$ cat config.mk
export PLATFORM = sky130hd
export DESIGN_NAME = wwd_display
export DESIGN_NICKNAME = d
export VERILOG_FILES = /design/src/rtl/wwd_display.sv
export SDC_FILE = /design/constraint.sdc
export NUM_CORES = 1
export LEC_CHECK = 0
export BUFFER_PORTS_ARGS = -buffer_cell sky130_fd_sc_hd__buf_2
export CAP_MARGIN = 20
export CORE_MARGIN = 2
export CORE_UTILIZATION = 55
export DETAILED_ROUTE_END_ITERATION = 12
export PLACE_DENSITY = 0.72
export SLEW_MARGIN = 5
export SYNTH_ARGS = -nofsm -noshare
export SYNTH_HDL_FRONTEND = slang
export SYNTH_SLANG_ARGS = --single-unit
$ cat constraint.sdc
create_clock -name clk -period 3.49 [get_ports clk]
set_clock_uncertainty 0.15 [all_clocks]
set_input_delay 0 -clock clk [delete_from_list [all_inputs] [get_ports clk]]
set_output_delay 0 -clock clk [all_outputs]
set_load 0.02 [all_outputs]
$ cat src/rtl/wwd_display.sv
// WWD output display: 4-entry FIFO of CPU output words, multiplexed onto a
// 4-digit active-low 7-segment display, with a PC view selectable by mode.
module wwd_display #(
  parameter logic [15:0] SCAN_DIV = 16'd50000
) (
  input  logic        clk,
  input  logic        reset,
  input  logic        wwd_valid,
  input  logic [15:0] wwd_data,
  input  logic [7:0]  PC_below8bit,
  input  logic        advance,
  input  logic        mode,
  output logic [6:0]  seg,
  output logic [3:0]  an,
  output logic [7:0]  led,
  output logic [2:0]  fifo_count,
  output logic        overflow
);

  logic [15:0] mem [4];
  logic [1:0]  wr_ptr;
  logic [1:0]  rd_ptr;
  logic [2:0]  count;
  logic [15:0] prescaler;
  logic [1:0]  digit;

  logic        full;
  logic        empty;
  logic        do_push;
  logic        do_pop;
  logic [15:0] head;
  logic [3:0]  nibble;
  logic [6:0]  seg_next;

  function automatic logic [6:0] hex_to_seg(input logic [3:0] v);
    case (v)
      4'h0: hex_to_seg = 7'b1000000;
      4'h1: hex_to_seg = 7'b1111001;
      4'h2: hex_to_seg = 7'b0100100;
      4'h3: hex_to_seg = 7'b0110000;
      4'h4: hex_to_seg = 7'b0011001;
      4'h5: hex_to_seg = 7'b0010010;
      4'h6: hex_to_seg = 7'b0000010;
      4'h7: hex_to_seg = 7'b1111000;
      4'h8: hex_to_seg = 7'b0000000;
      4'h9: hex_to_seg = 7'b0010000;
      4'hA: hex_to_seg = 7'b0001000;
      4'hB: hex_to_seg = 7'b0000011;
      4'hC: hex_to_seg = 7'b1000110;
      4'hD: hex_to_seg = 7'b0100001;
      4'hE: hex_to_seg = 7'b0000110;
      default: hex_to_seg = 7'b0001110;
    endcase
  endfunction

  assign full  = (count == 3'd4);
  assign empty = (count == 3'd0);
  // A full FIFO still accepts a word when the head is popped in the same cycle.
  assign do_push = wwd_valid && (!full || advance);
  assign do_pop  = advance && !empty;
  assign head    = mem[rd_ptr];

  always_comb begin
    nibble   = 4'h0;
    seg_next = 7'b1111111;
    if (mode) begin
      nibble = digit[0] ? PC_below8bit[7:4] : PC_below8bit[3:0];
      if (!digit[1]) seg_next = hex_to_seg(nibble);
    end else if (empty) begin
      seg_next = 7'b0111111;
    end else begin
      case (digit)
        2'd0:    nibble = head[3:0];
        2'd1:    nibble = head[7:4];
        2'd2:    nibble = head[11:8];
        default: nibble = head[15:12];
      endcase
      seg_next = hex_to_seg(nibble);
    end
  end

  always_ff @(posedge clk or posedge reset) begin
    if (reset) begin
      for (int i = 0; i < 4; i++) mem[i] <= 16'h0000;
      wr_ptr   <= 2'd0;
      rd_ptr   <= 2'd0;
      count    <= 3'd0;
      overflow <= 1'b0;
    end else begin
      if (do_push) begin
        mem[wr_ptr] <= wwd_data;
        wr_ptr      <= wr_ptr + 2'd1;
      end
      if (do_pop) rd_ptr <= rd_ptr + 2'd1;
      if (do_push && !do_pop)      count <= count + 3'd1;
      else if (do_pop && !do_push) count <= count - 3'd1;
      if (wwd_valid && full && !advance) overflow <= 1'b1;
    end
  end

  always_ff @(posedge clk or posedge reset) begin
    if (reset) begin
      prescaler <= 16'd0;
      digit     <= 2'd0;
      an        <= 4'b1111;
      seg       <= 7'b1111111;
      led       <= 8'h00;
    end else begin
      if (prescaler == SCAN_DIV - 16'd1) begin
        prescaler <= 16'd0;
        digit     <= digit + 2'd1;
      end else begin
        prescaler <= prescaler + 16'd1;
      end
      an  <= ~(4'b0001 << digit);
      seg <= seg_next;
      led <= PC_below8bit;
    end
  end

  assign fifo_count = count;

endmodule

# ---- Word level (Yosys, flattened, before mapping)
# Memory sizes are Yosys's and may differ from the RTL's.
# Index checks and enable logic that the tools add are counted.
# W data, S select, Z words.
dict set report op_classes {
  addsub 6
  n_lt_le_gt_ge 3
  n_eq_ne 4
  n_shift 1
  n_mux 16
  bitwise_logic 3
  reduce_logical 16
}
# op n
set op_table {}
lappend op_table {{$bwmux W64} 1}
lappend op_table {{$mux W16} 4}
lappend op_table {{$bmux W16 S2} 1}
lappend op_table {{$demux W16 S2} 1}
lappend op_table {{$mux W7} 3}
lappend op_table {{$add A16 B1 Y16 const B} 1}
lappend op_table {{$eq A16 B16 Y1 const B} 1}
lappend op_table {{$mux W4} 3}
lappend op_table {{$pmux W4 S3} 1}
lappend op_table {{$logic_and A1 B1 Y1} 7}
lappend op_table {{$add A2 B1 Y2 const B} 3}
lappend op_table {{$ge A3 B3 Y1 const B} 2}
lappend op_table {{$mux W3} 2}
lappend op_table {{$not A2 Y3} 2}
lappend op_table {{$logic_not A1 Y1} 5}
lappend op_table {{$not A4 Y4} 1}
lappend op_table {{$shl A1 B2 Y4 const A} 1}
lappend op_table {{$add A3 B1 Y3 const B} 1}
lappend op_table {{$eq A3 B3 Y1 const B} 1}
lappend op_table {{$logic_not A3 Y1} 1}
lappend op_table {{$lt A3 B1 Y1 const B} 1}
lappend op_table {{$sub A3 B1 Y3 const B} 1}
lappend op_table {{$eq A2 B1 Y1 const B} 1}
lappend op_table {{$eq A2 B2 Y1 const B} 1}
lappend op_table {{3 further kinds} 3}
dict set report word_totals {
  register_bits 109
  rom_bits 224
  in_bits 29
  output_inout_bits 23
  elab_cells 64
  n_memories 2
}
# memory depth word_bits rd rd_ports_with_merged_regs write_ports line
set mem_list {}
lappend mem_list {{(no name shown)} 16 7 1 0 0 36} ;# case (v)
lappend mem_list {{(no name shown)} 16 7 1 0 0 36}

# ---- Depth between registers and ports, before layout
# An unclocked memory read counts as a cell.
dict set report depth {
  word_depth 10
  mapped_depth 11
  ltp_nobuf 10
}

# ---- Least setup slack after synthesis
# Ideal clock, no wire load.
dict set report synth_path {
  path_type {flip-flop to flip-flop}
  start {reg rd_ptr[0]}
  end {reg seg[3]}
  setup_time_ns 0.100
  t_arrival_ns 2.444
  required_time_ns 3.240
  setup_slack_ns 0.796
  path_stages_with_launch 11
  path_buffers 2
  period_less_slack_ns 2.694
  cell_sequence {dfrtp_1 buf_6 buf_4 mux4_2 a22oi_1 nand2_1 mux2i_1 inv_1 ha_1 a2111oi_0 a311oi_1}
}
dict set report synth_between {
  elab_chain_len 10
}
# item line
set synth_rtl {}
lappend synth_rtl {{start, declared} 22} ;# logic [1:0] rd_ptr;
lappend synth_rtl {{start signal, assigned} 94} ;# if (do_pop) rd_ptr <= rd_ptr + 2'd1;
lappend synth_rtl {{$not A2 Y3 (implied by the code)} 61} ;# assign head = mem[rd_ptr];
lappend synth_rtl {{$bmux W16 S2} 61}
lappend synth_rtl {{$mux W16 (implied by the code) (2 in a row)} 61}
lappend synth_rtl {{$pmux W4 S3} 72} ;# case (digit)
lappend synth_rtl {{$mux W4} 69} ;# end else if (empty) begin
lappend synth_rtl {{$mux W4} 66} ;# if (mode) begin
lappend synth_rtl {{$mem_v2 Z16 W7} --}
lappend synth_rtl {{$mux W7} 69}
lappend synth_rtl {{$mux W7} 66}
lappend synth_rtl {{via seg_next[3]} 33} ;# logic [6:0] seg_next;
lappend synth_rtl {{end signal, assigned} 116} ;# seg <= seg_next;
lappend synth_rtl {{end, declared} 13} ;# output logic [6:0] seg,
# The timed path passes the listed nets, and every way through them passes these cells. The select of a mux whose other input is x is not followed.
# A chain may end at the register's enable or synchronous reset.

# ---- Worst setup path in the final report
# Same ends and word-level chain as after synthesis.

==> run_results.csv <==
group,metric,value,unit
run_status,outcome,"finished clean",
grt,grt-ovfl-total,0,
detailed_routing,ant_nets,0,
sta,worst_pin_slew,736.7,ps
min_path,hold_end,"led[0]",
grt,grt_max_degree,61,
critical_path,worstRegToRegCells,9,
floorplanning,die-area,0.01051,mm^2
sta,fin_crit_sh,92.08,%
synth,synth-main-ff-cell,"dfrtp_1",
synth,syn_inst,413,
detailed_routing,drc_errors,0,
pwr,powerDensity,797.6,mW/mm^2
clocking,cts_htree_levels,3,
synth,syn_avg_cell_area,12.93,um^2
finish,final_nets,553,
critical_path,cp.required,3610,ps
min_path,min_path_cells,2,
grt,grt_pass1_wl,16950,um
sta,timing_hold_violations_final,0,
sta,max-slew-margin-rel,50.89,%
synth,synthTopCellsByArea,"dfrtp_1 46%, mux2_2 16%, ha_1 5.6%",
detailed_routing,dr.pass1.iters,4,
sta,fmax,311.2,MHz
floorplanning,coreArea,0.009328,mm^2
critical_path,crit_start,"rd_ptr[0]",
synth,async_reset_ff_share,100.0,%
detailed_routing,drt_iter0_drc,107,
critical_path,start_kind,"flop",
critical_path,critPathArrivalTime,3330,ps
floorplanning,initial_utilization,57.24,%
sta,final-setup-viol-count,0,
synth,ys_ff_latch,109,
critical_path,ff2ff_setup_slack,280,ps
placed_design,gp_congestion,0.8560,
placed_design,port_buffers,51,
synth,synth_edf_count,0,
pwr,power.total,4.987,mW
grt,grt_pass1_vias,3490,
clocking,cts.sinks,109,
floorplanning,io_pins,52,
floorplanning,chipHeight,102.5,um
floorplanning,die_w,102.5,um
grt,antenna_found_initial,0,
synth,synth_warnings,0,
clocking,cts-buffers-inserted,9,
synth,yosysTopAreaCellShare,45.93,%
clocking,post_cts_buffers,0,
pwr,power.leakage,2.804,nW
sta,min_period,3213,ps
clocking,cts.path.max_buffers,2,
sta,rsz0062_at_grt,"no",
min_path,hp-class,"in -> reg",
placed_design,dp_hpwl,6915,um
synth,synth_area,0.005339,mm^2
synth,seq_area_frac_synth,51.35,%
clocking,clk_pin_slew,100,ps
synth,syn_nets,467,
clocking,root_buffer,"clkbuf_8",
critical_path,worstPathMaxFanout,14,
detailed_routing,wirelength,10110,um
detailed_routing,vias,3472,
clocking,cts-resized-gates,0,
floorplanning,rows,35,
finish,layout-drive-gt1-share,34.19,%
detailed_routing,via_per_inst,5.494,
clocking,cts_tree,"built",
synth,synth.largest_area_cell,"dfrtp_1",
critical_path,r2r_start,"rd_ptr[0]",
synth,yosysUniqueCellTypes,44,
finish,antennaDiodeCount,0,
flow_run,maxCapViolations,0,
finish,areaGrowthSynthToFinish,17.11,%
sta,setup_tns,0,ps
sta,slew_viol_final,0,
critical_path,r2r_end,"seg[3]",
clocking,clock_latency,370,ps
critical_path,endpoint_kind,"flop",
pwr,ir_drop,0.4370,mV
min_path,hold_path_startpoint,"PC_below8bit[0]",
detailed_routing,wl_per_cell,16.00,um
grt,gr-usage-all-layers,21.07,%
critical_path,path_class,"reg -> reg",
worst max path at each step:
stage | end | slack [ps] | cells past startpoint
3_5_place_dp | seg[3] | 300 | 9
2_1_floorplan | digit[0] | 480 | 1
3_3_place_gp | seg[3] | 440 | 9
4_1_cts | seg[3] | 280 | 9
5_1_grt | seg[3] | 50 | 9
6_report | seg[3] | 280 | 9
synthesized netlist by cell type (2+ instances only):
master / n
a311oi_1: 3
mux2_2: 74
nor4b_1: 3
a2bb2oi_1: 2
dfstp_2: 11
and3_1: 4
nand3_1: 9
a31oi_1: 4
a221oi_1: 3
a22oi_1: 2
o22a_1: 3
nor3_1: 11
mux4_2: 5
mux4_1: 5
buf_6: 2
nor2b_1: 6
clkbuf_1: 3
nand2_1: 26
o21ai_0: 6
buf_4: 3
a21oi_1: 8
inv_1: 17
buf_2: 6
nand2b_1: 4
dfrtp_1: 98
xnor2_1: 10
or2_2: 2
ha_1: 24
mux2i_1: 14
xor2_1: 11
nor2_1: 20
a41oi_2: 2
power breakdown:
part / switching [mW] / leakage [nW] / internal (mW)
logic: 0.980 / 1.40 / 1.11
registers: 0.287 / 1.30 / 1.77
clock network: 0.425 / 0.109 / 0.423
cells by family (layout without fill, tap and decap cells):
| kind of cell | after synthesis | count (layout) | share of synthesized area [%] |
|---|---|---|---|
| buffers and inverters | 32 | 122 | 2.906 |
| adder cells (fa/ha/maj) | 25 | 25 | 6.000 |
| multiplexers | 98 | 98 | 22.80 |
| flip-flops | 109 | 109 | 51.35 |
| AND/OR/NAND/NOR | 87 | 87 | 7.780 |
| AO/OA/AOI/OAI | 41 | 41 | 5.719 |
| XOR/XNOR | 21 | 21 | 3.445 |
layout make-up:
class | instances | area (um^2)
flip-flops and latches | 109 | 2741
repair buffers | 89 | 613.1
fillers | 707 | 3075
well taps | 129 | 161.4
clock inverters | 5 | 85.08
clock buffers | 10 | 137.6
inverters | 18 | 71.32
multi-input cells | 272 | 2442
flip-flops by register name, indices dropped and copies added (netlist names):
| signal | count |
|---|---|
| seg | 7 |
| mem | 64 |
| digit | 2 |
| fifo_count | 3 |
| wr_ptr | 2 |
| an | 4 |
| overflow | 1 |
| led | 8 |
| rd_ptr | 2 |
| prescaler | 16 |
layer usage:
layer  vias up  routed length [um]  GRT usage, %
li1       1642                   -             -
met1      1737                4791         29.59
met2        75                4849         33.63
met3        18                 273         2.712
met4         0                 199         8.410
met5         -                   0             0
repair_timing:
action,in CTS,in global routing
hold endpoints to repair,180,0
endpoints found under the setup margin,0,0
hold buffers,29,0
cell usage in the layout, fill, tap and decap left out, types with 3 or more instances in the layout:
cell	instances
dfrtp_1	98
mux2_2	74
buf_2	51
dlygate4sd3_1	29
nand2_1	26
ha_1	24
nor2_1	20
inv_1	16
mux2i_1	14
nor3_1	11
xor2_1	11
dfstp_2	11
xnor2_1	10
clkbuf_8	10
nand3_1	9
buf_4	9
a21oi_1	8
nor2b_1	6
o21ai_0	6
mux4_2	5
mux4_1	5
and3_1	4
nand2b_1	4
a31oi_1	4
nor4b_1	3
o22a_1	3
a221oi_1	3
a311oi_1	3
critical path: stages (launching register included):
cell       delay, ps
dfrtp_1          680
buf_4            280
mux4_2           520
nand2_1           90
nand2_1           60
mux2i_1          390
inv_1            210
ha_1             260
a2111oi_0        380
a311oi_1         100
through the flow:
stage | hold WS, ps | setup slack (ps) | cell area [um^2] | utilization (%) | std cells
floorplan | -118.6 | 484.3 | 5339 | - | 413
global placement | -30.65 | 438.5 | 5739 | 61.53 | 588
detailed placement | -27.51 | 301.6 | 5739 | 61.53 | 588
CTS | 117.6 | 280.8 | 6252 | 67.03 | 632
finish | 125.5 | 276.6 | 6252 | 67.03 | 632
global route | 121.9 | 50.23 | 6252 | 67.03 | 632
(Power assumes the default switching activity.)
